===== src/rtl/inst_buffer_pkg.sv =====
// Shared constants for the decode-to-rename instruction buffer.
// The decoded packet width is built from the individual decode field widths.
package inst_buffer_pkg;

    localparam int SPEC_REG_W  = 2;
    localparam int LDST_TYPE_W = 3;
    localparam int INST_TYPE_W = 4;
    localparam int IMM_W       = 32;
    localparam int RMT_W       = 32;
    localparam int OPCODE_W    = 7;
    localparam int PC_W        = 32;
    localparam int CTI_W       = 16;

    localparam int PKT_W = SPEC_REG_W + LDST_TYPE_W + INST_TYPE_W + IMM_W
                         + RMT_W + OPCODE_W + PC_W + CTI_W;

    localparam int WIDTH         = 4;
    localparam int DEPTH_DEFAULT = 32;

endpackage


===== src/rtl/inst_buffer_ram.sv =====
// DEPTH x PKT_W storage with one aligned WIDTH-wide write port and WIDTH
// asynchronous read ports starting at a group-aligned read index.
module inst_buffer_ram
    import inst_buffer_pkg::*;
#(
    parameter int DEPTH = DEPTH_DEFAULT,
    localparam int PTR_W = $clog2(DEPTH)
) (
    input  logic                        clk,
    input  logic                        i_wr_en,
    input  logic [PTR_W-1:0]            i_wr_idx,
    input  logic [WIDTH-1:0][PKT_W-1:0] i_wr_data,
    input  logic [PTR_W-1:0]            i_rd_idx,
    output logic [WIDTH-1:0][PKT_W-1:0] o_rd_data
);

    logic [PKT_W-1:0] r_mem [DEPTH];

    // Indices are always group-aligned, so idx+n never wraps inside a group.
    always_ff @(posedge clk) begin
        if (i_wr_en) begin
            for (int n = 0; n < WIDTH; n++) begin
                r_mem[i_wr_idx + PTR_W'(n)] <= i_wr_data[n];
            end
        end
    end

    always_comb begin
        for (int n = 0; n < WIDTH; n++) begin
            o_rd_data[n] = r_mem[i_rd_idx + PTR_W'(n)];
        end
    end

endmodule


===== src/rtl/inst_buffer.sv =====
// Elastic group FIFO between Decode and the Decode/Rename latch.
// Define INST_BUFFER_PERF_EN to add full/stall saturating cycle counters.
module inst_buffer
    import inst_buffer_pkg::*;
#(
    parameter int DEPTH = DEPTH_DEFAULT,
    localparam int CNT_W = $clog2(DEPTH) + 1
) (
    input  logic             clk,
    input  logic             reset,
    input  logic             flush_i,
    input  logic             stall_i,
    input  logic             decode_ready_i,
    input  logic [PKT_W-1:0] decoded_packet0_i,
    input  logic [PKT_W-1:0] decoded_packet1_i,
    input  logic [PKT_W-1:0] decoded_packet2_i,
    input  logic [PKT_W-1:0] decoded_packet3_i,
    output logic             buf_full_o,
    output logic             buf_ready_o,
    output logic [PKT_W-1:0] decoded_packet0_o,
    output logic [PKT_W-1:0] decoded_packet1_o,
    output logic [PKT_W-1:0] decoded_packet2_o,
    output logic [PKT_W-1:0] decoded_packet3_o,
    output logic [CNT_W-1:0] occupancy_o
`ifdef INST_BUFFER_PERF_EN
    ,
    output logic [31:0]      full_cycles_o,
    output logic [31:0]      stall_cycles_o
`endif
);

    localparam int PTR_W = $clog2(DEPTH);
    localparam logic [PTR_W-1:0] GRP_STEP  = PTR_W'(WIDTH);
    localparam logic [CNT_W-1:0] GRP_CNT   = CNT_W'(WIDTH);
    localparam logic [CNT_W-1:0] DEPTH_CNT = CNT_W'(DEPTH);

    logic [PTR_W-1:0] r_head;
    logic [PTR_W-1:0] r_tail;
    logic [CNT_W-1:0] r_count;

    logic                        w_wr;
    logic                        w_rd;
    logic                        w_clear;
    logic [WIDTH-1:0][PKT_W-1:0] w_wr_data;
    logic [WIDTH-1:0][PKT_W-1:0] w_rd_data;

    // Handshake: decode_ready_i is a valid that transfers when buf_full_o=0,
    // otherwise the producer holds the same group; buf_ready_o is a valid
    // toward Rename that transfers when stall_i=0, and the head group stays
    // stable while stalled. Both flags depend on registered count only.
    assign buf_full_o  = (DEPTH_CNT - r_count) < GRP_CNT;
    assign buf_ready_o = r_count >= GRP_CNT;
    assign w_wr        = decode_ready_i & ~buf_full_o;
    assign w_rd        = buf_ready_o & ~stall_i;
    assign w_clear     = reset | flush_i;
    assign occupancy_o = r_count;

    assign w_wr_data = {decoded_packet3_i, decoded_packet2_i,
                        decoded_packet1_i, decoded_packet0_i};

    always_ff @(posedge clk) begin
        if (w_clear) begin
            r_head  <= '0;
            r_tail  <= '0;
            r_count <= '0;
        end else begin
            if (w_wr) r_tail <= r_tail + GRP_STEP;
            if (w_rd) r_head <= r_head + GRP_STEP;
            r_count <= r_count + (w_wr ? GRP_CNT : '0) - (w_rd ? GRP_CNT : '0);
        end
    end

    inst_buffer_ram #(.DEPTH(DEPTH)) u_ram (
        .clk       (clk),
        .i_wr_en   (w_wr & ~w_clear),
        .i_wr_idx  (r_tail),
        .i_wr_data (w_wr_data),
        .i_rd_idx  (r_head),
        .o_rd_data (w_rd_data)
    );

    assign decoded_packet0_o = w_rd_data[0];
    assign decoded_packet1_o = w_rd_data[1];
    assign decoded_packet2_o = w_rd_data[2];
    assign decoded_packet3_o = w_rd_data[3];

`ifdef INST_BUFFER_PERF_EN
    logic [31:0] r_full_cycles;
    logic [31:0] r_stall_cycles;

    // Flush deliberately leaves these alone; only reset clears them.
    always_ff @(posedge clk) begin
        if (reset) begin
            r_full_cycles  <= '0;
            r_stall_cycles <= '0;
        end else begin
            if (buf_full_o && decode_ready_i && (r_full_cycles != '1))
                r_full_cycles <= r_full_cycles + 32'd1;
            if (buf_ready_o && stall_i && (r_stall_cycles != '1))
                r_stall_cycles <= r_stall_cycles + 32'd1;
        end
    end

    assign full_cycles_o  = r_full_cycles;
    assign stall_cycles_o = r_stall_cycles;
`endif

    a_count_le_depth: assert property (@(posedge clk) disable iff (reset)
        r_count <= DEPTH_CNT);
    a_count_aligned: assert property (@(posedge clk) disable iff (reset)
        (r_count % GRP_CNT) == '0);
    a_ptr_count: assert property (@(posedge clk) disable iff (reset)
        (r_tail - r_head) == r_count[PTR_W-1:0]);
    a_upstream_hold: assert property (@(posedge clk) disable iff (reset)
        (decode_ready_i && buf_full_o && !flush_i) |=>
        (decode_ready_i && $stable(decoded_packet0_i) && $stable(decoded_packet1_i)
         && $stable(decoded_packet2_i) && $stable(decoded_packet3_i)));

endmodule


===== config.mk =====
export PLATFORM = sky130hd
export DESIGN_NAME = inst_buffer
export DESIGN_NICKNAME = d
export VERILOG_FILES = /design/src/rtl/inst_buffer_pkg.sv /design/src/rtl/inst_buffer_ram.sv /design/src/rtl/inst_buffer.sv
export SDC_FILE = /design/constraint.sdc
export NUM_CORES = 2
export LEC_CHECK = 0
export BUFFER_PORTS_ARGS = -buffer_cell sky130_fd_sc_hd__buf_4
export CAP_MARGIN = 0
export CORE_ASPECT_RATIO = 0.7
export CORE_UTILIZATION = 40
export CTS_CLUSTER_SIZE = 8
export DETAILED_ROUTE_END_ITERATION = 8
export GPL_ROUTABILITY_DRIVEN = 1
export PLACE_DENSITY = 0.58
export SLEW_MARGIN = 20
export SYNTH_ARGS = -nofsm -noshare
export SYNTH_HDL_FRONTEND = slang
export SYNTH_SLANG_ARGS = --single-unit
export TNS_END_PERCENT = 5

===== constraint.sdc =====
create_clock -name clk -period 40.7 [get_ports clk]
set_input_delay 2.035 -clock clk [delete_from_list [all_inputs] [get_ports clk]]
set_output_delay 2.035 -clock clk [all_outputs]
set_load 0.02 [all_outputs]

# Word-level counts from Yosys, hierarchy flattened
# Memory sizes are Yosys's and may differ from the RTL's. A register that Yosys moved wholly into a read port is not among the register bits.
# Index checks and enable logic that the tools add are counted.
[op_classes]
addsub = 11
multipliers = 0
div = 0
n_lt_le_gt_ge = 2
eq_ne = 0
n_shift = 0
mux = 6
bitwise = 7
reduce_logical = 0
[op_table]
columns = ["op", "count"]
rows = [
  ["5-bit by 2-bit adder with 5-bit output (second input constant)", 4],
  ["5-bit by 1-bit adder with 5-bit output (second input constant)", 2],
  ["5-bit by 3-bit adder with 5-bit output (second input constant)", 2],
  ["5-bit 2-to-1 mux", 2],
  ["6-bit by 3-bit adder with 6-bit output", 1],
  ["6-bit by 3-bit >= comparator with 1-bit output (second input constant)", 1],
  ["6-bit by 3-bit less-than comparator with 1-bit output (second input constant)", 1],
  ["3-bit 2-to-1 mux", 2],
  ["6-bit by 3-bit subtractor with 6-bit output", 1],
  ["6-bit subtractor (first input constant)", 1],
  ["1-bit AND", 3],
  ["1-bit NOT", 3],
  ["1-bit 2-to-1 mux", 2],
  ["1-bit bitwise OR", 1],
]
[totals]
ff_bits = 16
latch_bits = 0
ram_bits = 4096
mem_bits_ro = 0
inputBits = 517
elab_cells = 30
mem_count = 1
[mem_list]
columns = ["name", "words", "word_bits", "rd", "rd_clocked_by_memory_dff", "wr", "line_no", "rtl"]
rows = [
  ["u_ram.r_mem", 32, 128, 4, 1, 4, "inst_buffer_ram.sv:17", "logic [PKT_W-1:0] r_mem [DEPTH];"],
]

# Longest topological paths before layout
[depth]
word_depth = 7
mapped_depth = 13
depth_no_buf = 13

# Modules after synthesis
# Synthesis repeated with hierarchy kept, for this count alone.
[unflattened]
cells_unflattened = 32747
area_unflattened_um2 = 365175.2
[modules_own_cells]
columns = ["module", "instances", "cells_per_inst", "area_per_inst_um2", "seq_area_each_um2"]
rows = [
  ["inst_buffer_ram", 1, 32669, 364478.3, 122998.0],
  ["inst_buffer", 1, 78, 696.9, 200.2],
]

# Worst setup path after synthesis
# No wires, ideal clock.
[synth_timing]
kind = "input port to flip-flop"
start = "input flush_i"
end = "memory u_ram.r_mem[20][0] (netlist name), enable pin"
arrival_time_ns = 37.467
required_time_ns = 38.685
setup_slack_ns = 1.218
cell_stages = 4
path_buffers = 1
path_cell_list = "or2_2 clkbuf_1 a311o_1 nor3_1"
[synth_rtl]
columns = ["element", "line_no", "rtl"]
rows = [
  ["start: declaration", "inst_buffer.sv:11", "input logic flush_i,"],
  ["end: declaration", "inst_buffer_ram.sv:17", ""],
]

# Worst setup path after layout
[layout_timing]
start = "register r_head[2]"
end = "output decoded_packet1_o[98]"
[layout_between]
elab_chain_len = 2
[layout_rtl]
columns = ["element", "line_no", "rtl"]
rows = [
  ["start: declaration", "inst_buffer.sv:37", "logic [PTR_W-1:0] r_head;"],
  ["start signal: assignment", "inst_buffer.sv:68", "if (w_rd) r_head <= r_head + GRP_STEP;"],
  ["5-bit by 1-bit adder with 5-bit output", "inst_buffer_ram.sv:30", "o_rd_data[n] = r_mem[i_rd_idx + PTR_W'(n)];"],
  ["memory 32 x 128 bit", "--", ""],
  ["end: declaration", "inst_buffer.sv:21", "output logic [PKT_W-1:0] decoded_packet1_o,"],
]
# Every way passes these cells.

==> flow_summary_export.csv <==
group,metric,value,unit
placed_design,io_buffer_count,1034,
die,chipHeight,521.3,microns
clock_network,cts_resized,0,
synth,synth_area_leaders,"edfxtp_1 (80%), mux4_2 (15%), mux2_2 (3.7%), buf_2 (0.42%), clkbuf_1 (0.28%)",
detailed_routing,routed-via-count,68840,
global_route,grt_pass1_wl,517000,microns
placed_design,dpl_cell_area,0.1679,sq mm
clock_network,clkTransAtPathRegs,50,ps
job,cap_violations,0,
power_and_ir_drop,internal_power,7839,uW
clock_network,root_buffer,"clkbuf_16",
global_route,gr-total-overflow,0,
detailed_routing,first_pass_iters,6,
synth,ys_types,34,
detailed_routing,ant_nets,0,
layout,nNetsFinal,7999,
critical_path,reg2reg_slack,34580,ps
critical_path,path_max_fanout,47,
timing,max-slew-margin-rel,21.50,%
status,status,"finished clean",
synth,synth-seq-cells,4109,
critical_path,crit_path_end_kind,"primary output",
critical_path,rr_worst_depth,11,
timing,fin_tns_setup,0,ps
clock_network,tritoncts,"yes",
die,num_rows,190,
timing,holdWs,513.0,ps
detailed_routing,drc,0,
clock_network,cts_setup_buffers,0,
power_and_ir_drop,pwr-share-comb,10.8,%
critical_path,critPathKind,"reg -> out",
clock_network,postCtsHoldBufs,0,
timing,post-route-min-period,9303,ps
timing,finClkSkew,58.60,ps
die,io_pins,1037,
worst_hold_path,hp-start,"r_tail[2]",
power_and_ir_drop,power_density,55.20,mW/mm^2
layout,postLayoutCoreUtil,47.96,%
placed_design,gp_congestion,0.7587,
detailed_routing,wl_per_cell,28.54,microns
detailed_routing,finalWirelength,361400,microns
critical_path,regToRegStartpoint,"occupancy_o[3]",
timing,hold_viol,0,
synth,async_reset_ff_share,0,%
worst_hold_path,whs_endpoint,"r_tail[2]",
die,core-area,0.3832,sq mm
power_and_ir_drop,p_switching,2305,uW
layout,area_delta_synth_final,19.24,%
synth,synthesis.area_per_instance,25.63,sq um
worst_hold_path,hold_path_depth,2,
critical_path,crit_path_start_kind,"register",
power_and_ir_drop,ir_drop,0.04052,mV
clock_network,clockBufferDepth,4,
synth,yosys-top-cells-count,"edfxtp_1 (4096), mux4_2 (1024), mux2_2 (512)",
synth,netlist.area_leader.share,79.80,%
synth,syn-cell-area,0.1541,sq mm
power_and_ir_drop,pwr-share-clk,42.1,%
die,fp.dieW,743.9,microns
synth,seq_area_frac_synth,79.97,%
die,start_util,40.22,%
die,die-area,0.3878,sq mm
global_route,grt_max_degree,161,
layout,fin_area,0.1838,sq mm
worst_hold_path,holdCritPathClass,"reg -> reg",
timing,period_share,22.86,%
synth,synth_cells,6014,
synth,synth_edf_count,4096,
global_route,grt_pass1_vias,71980,
power_and_ir_drop,p_leak,0.05758,uW
detailed_routing,viasPerCell,5.436,
critical_path,worstPathRequired,38660,ps
critical_path,r2r_end,"u_ram.r_mem[21][115]",
synth,yosys_warnings,0,
detailed_routing,initialDrtViolationCount,6056,
timing,finalSetupViolCount,0,
timing,slew_violations,0,
synth,synth_most_common_cell,"edfxtp_1",
global_route,track_usage,18.14,%
clock_network,h-tree-depth,6,
synth,synthFlopType,"edfxtp_1",
layout,n_fill_cell,30550,
power_and_ir_drop,p_sw_share,22.72,%
placed_design,dp_hpwl,205900,microns
clock_network,cts_num_sinks,4109,
global_route,antenna_found_initial,82,
layout,drive_above_1_share,44.39,%
timing,rsz0062_at_grt,"no",
power_and_ir_drop,power_frac_seq,47.1,%
critical_path,critical_path_arrival,7270,ps
clock_network,clk_latency,1040,ps
timing,tightest_slew,1178,ps
timing,max_freq,0.1075,GHz
synth,synth_top_area_cell,"edfxtp_1",
clock_network,cts_buffers,584,
-- flip-flops by register name, indices dropped and copies added, names as in the netlist, named ones only --
name	cells
u_ram.r_mem	4096
occupancy_o	4
r_head	3
r_tail	3
-- power by group through the flow --
| stage | registers (uW) | clock network [uW] | logic (uW) |
|---|---|---|---|
| CTS | 4780 | 4380 | 1120 |
| floorplan | 4930 | 0 | 685 |
| global route | 4780 | 4530 | 1170 |
| global placement | 4850 | 0 | 1100 |
| detailed placement | 4860 | 0 | 1110 |
| finish | 4780 | 4270 | 1100 |
-- worst max path at each step --
stage	slack (ps)	depth (start not counted)	end	startpoint
6_report	31400	8	decoded_packet1_o[98]	r_head[2]
5_1_grt	30570	8	decoded_packet3_o[31]	r_head[2]
4_1_cts	30980	8	decoded_packet1_o[98]	r_head[2]
3_5_place_dp	32180	8	decoded_packet1_o[86]	r_head[2]
3_3_place_gp	32210	8	decoded_packet3_o[29]	r_head[2]
2_1_floorplan	1220	4	u_ram.r_mem[20][0]	flush_i
-- cell families after synthesis --
kind of cell	share of synthesized area (%)
mux	18.72
buf+inv	1.012
other cells	0.002433
fa+ha+maj	0.1072
simple gates	0.1055
flops	79.97
compound gates	0.06007
xor+xnor	0.01705
-- stage by stage --
stage | power [uW] | std cells | setup WS (ps)
floorplan | 5610 | 6015 | 1218
global placement | 5956 | 11970 | 32210
detailed placement | 5969 | 11970 | 32180
CTS | 10270 | 12630 | 30980
global route | 10480 | 12650 | 30570
finish | 10140 | 12660 | 31400
-- placed cells by master, fill, tap and decap left out, types with 2 or more instances in the layout --
master	synthesis	routed
a21oi_1	6	6
a311o_1	2	2
a31oi_1	2	2
buf_12	0	15
buf_16	0	2
buf_4	3	1138
buf_6	34	3
clkbuf_1	116	20
clkbuf_16	0	596
clkinv_16	0	9
clkinv_8	0	11
conb_1	1	2
dfxtp_1	13	7
dfxtp_4	0	6
diode_2	0	30
edfxtp_1	4096	4096
fa_1	2	2
ha_1	10	10
inv_1	13	13
inv_16	0	6
inv_6	0	17
mux2_2	512	512
mux2i_1	3	3
mux4_2	1024	1024
nand2_1	8	8
nor2_1	8	4
nor2_4	0	4
nor2b_1	2	2
nor3_2	0	4
o21ai_0	3	3
or3_1	4	4
xor2_1	2	2
-- critical path: stages (launching register included) --
cell	delay [ps]
dfxtp_4	980
buf_4	750
buf_4	750
buf_4	840
buf_4	840
buf_4	790
mux4_2	600
mux2_2	290
buf_4	160
-- area by class of cell --
class	count	area [sq um]	area share, %
flip-flops and latches	4109	123300	67.08
well taps	5088	6366	3.464
clock inverters	45	729.5	0.3969
inverters	13	48.80	0.02655
clock buffers	616	14990	8.156
multi-input cells	1604	29360	15.98
repair buffers	1158	8932	4.860
diodes	30	75.07	0.04085
-- routing by layer --
metal | part of all wire [%] | track usage [%]
met5 | 0.18 | 0
met3 | 8.9 | 6.376
met4 | 2.0 | 4.556
met2 | 47 | 27.93
met1 | 42 | 24.80
Power figures use the tool's default switching activity.
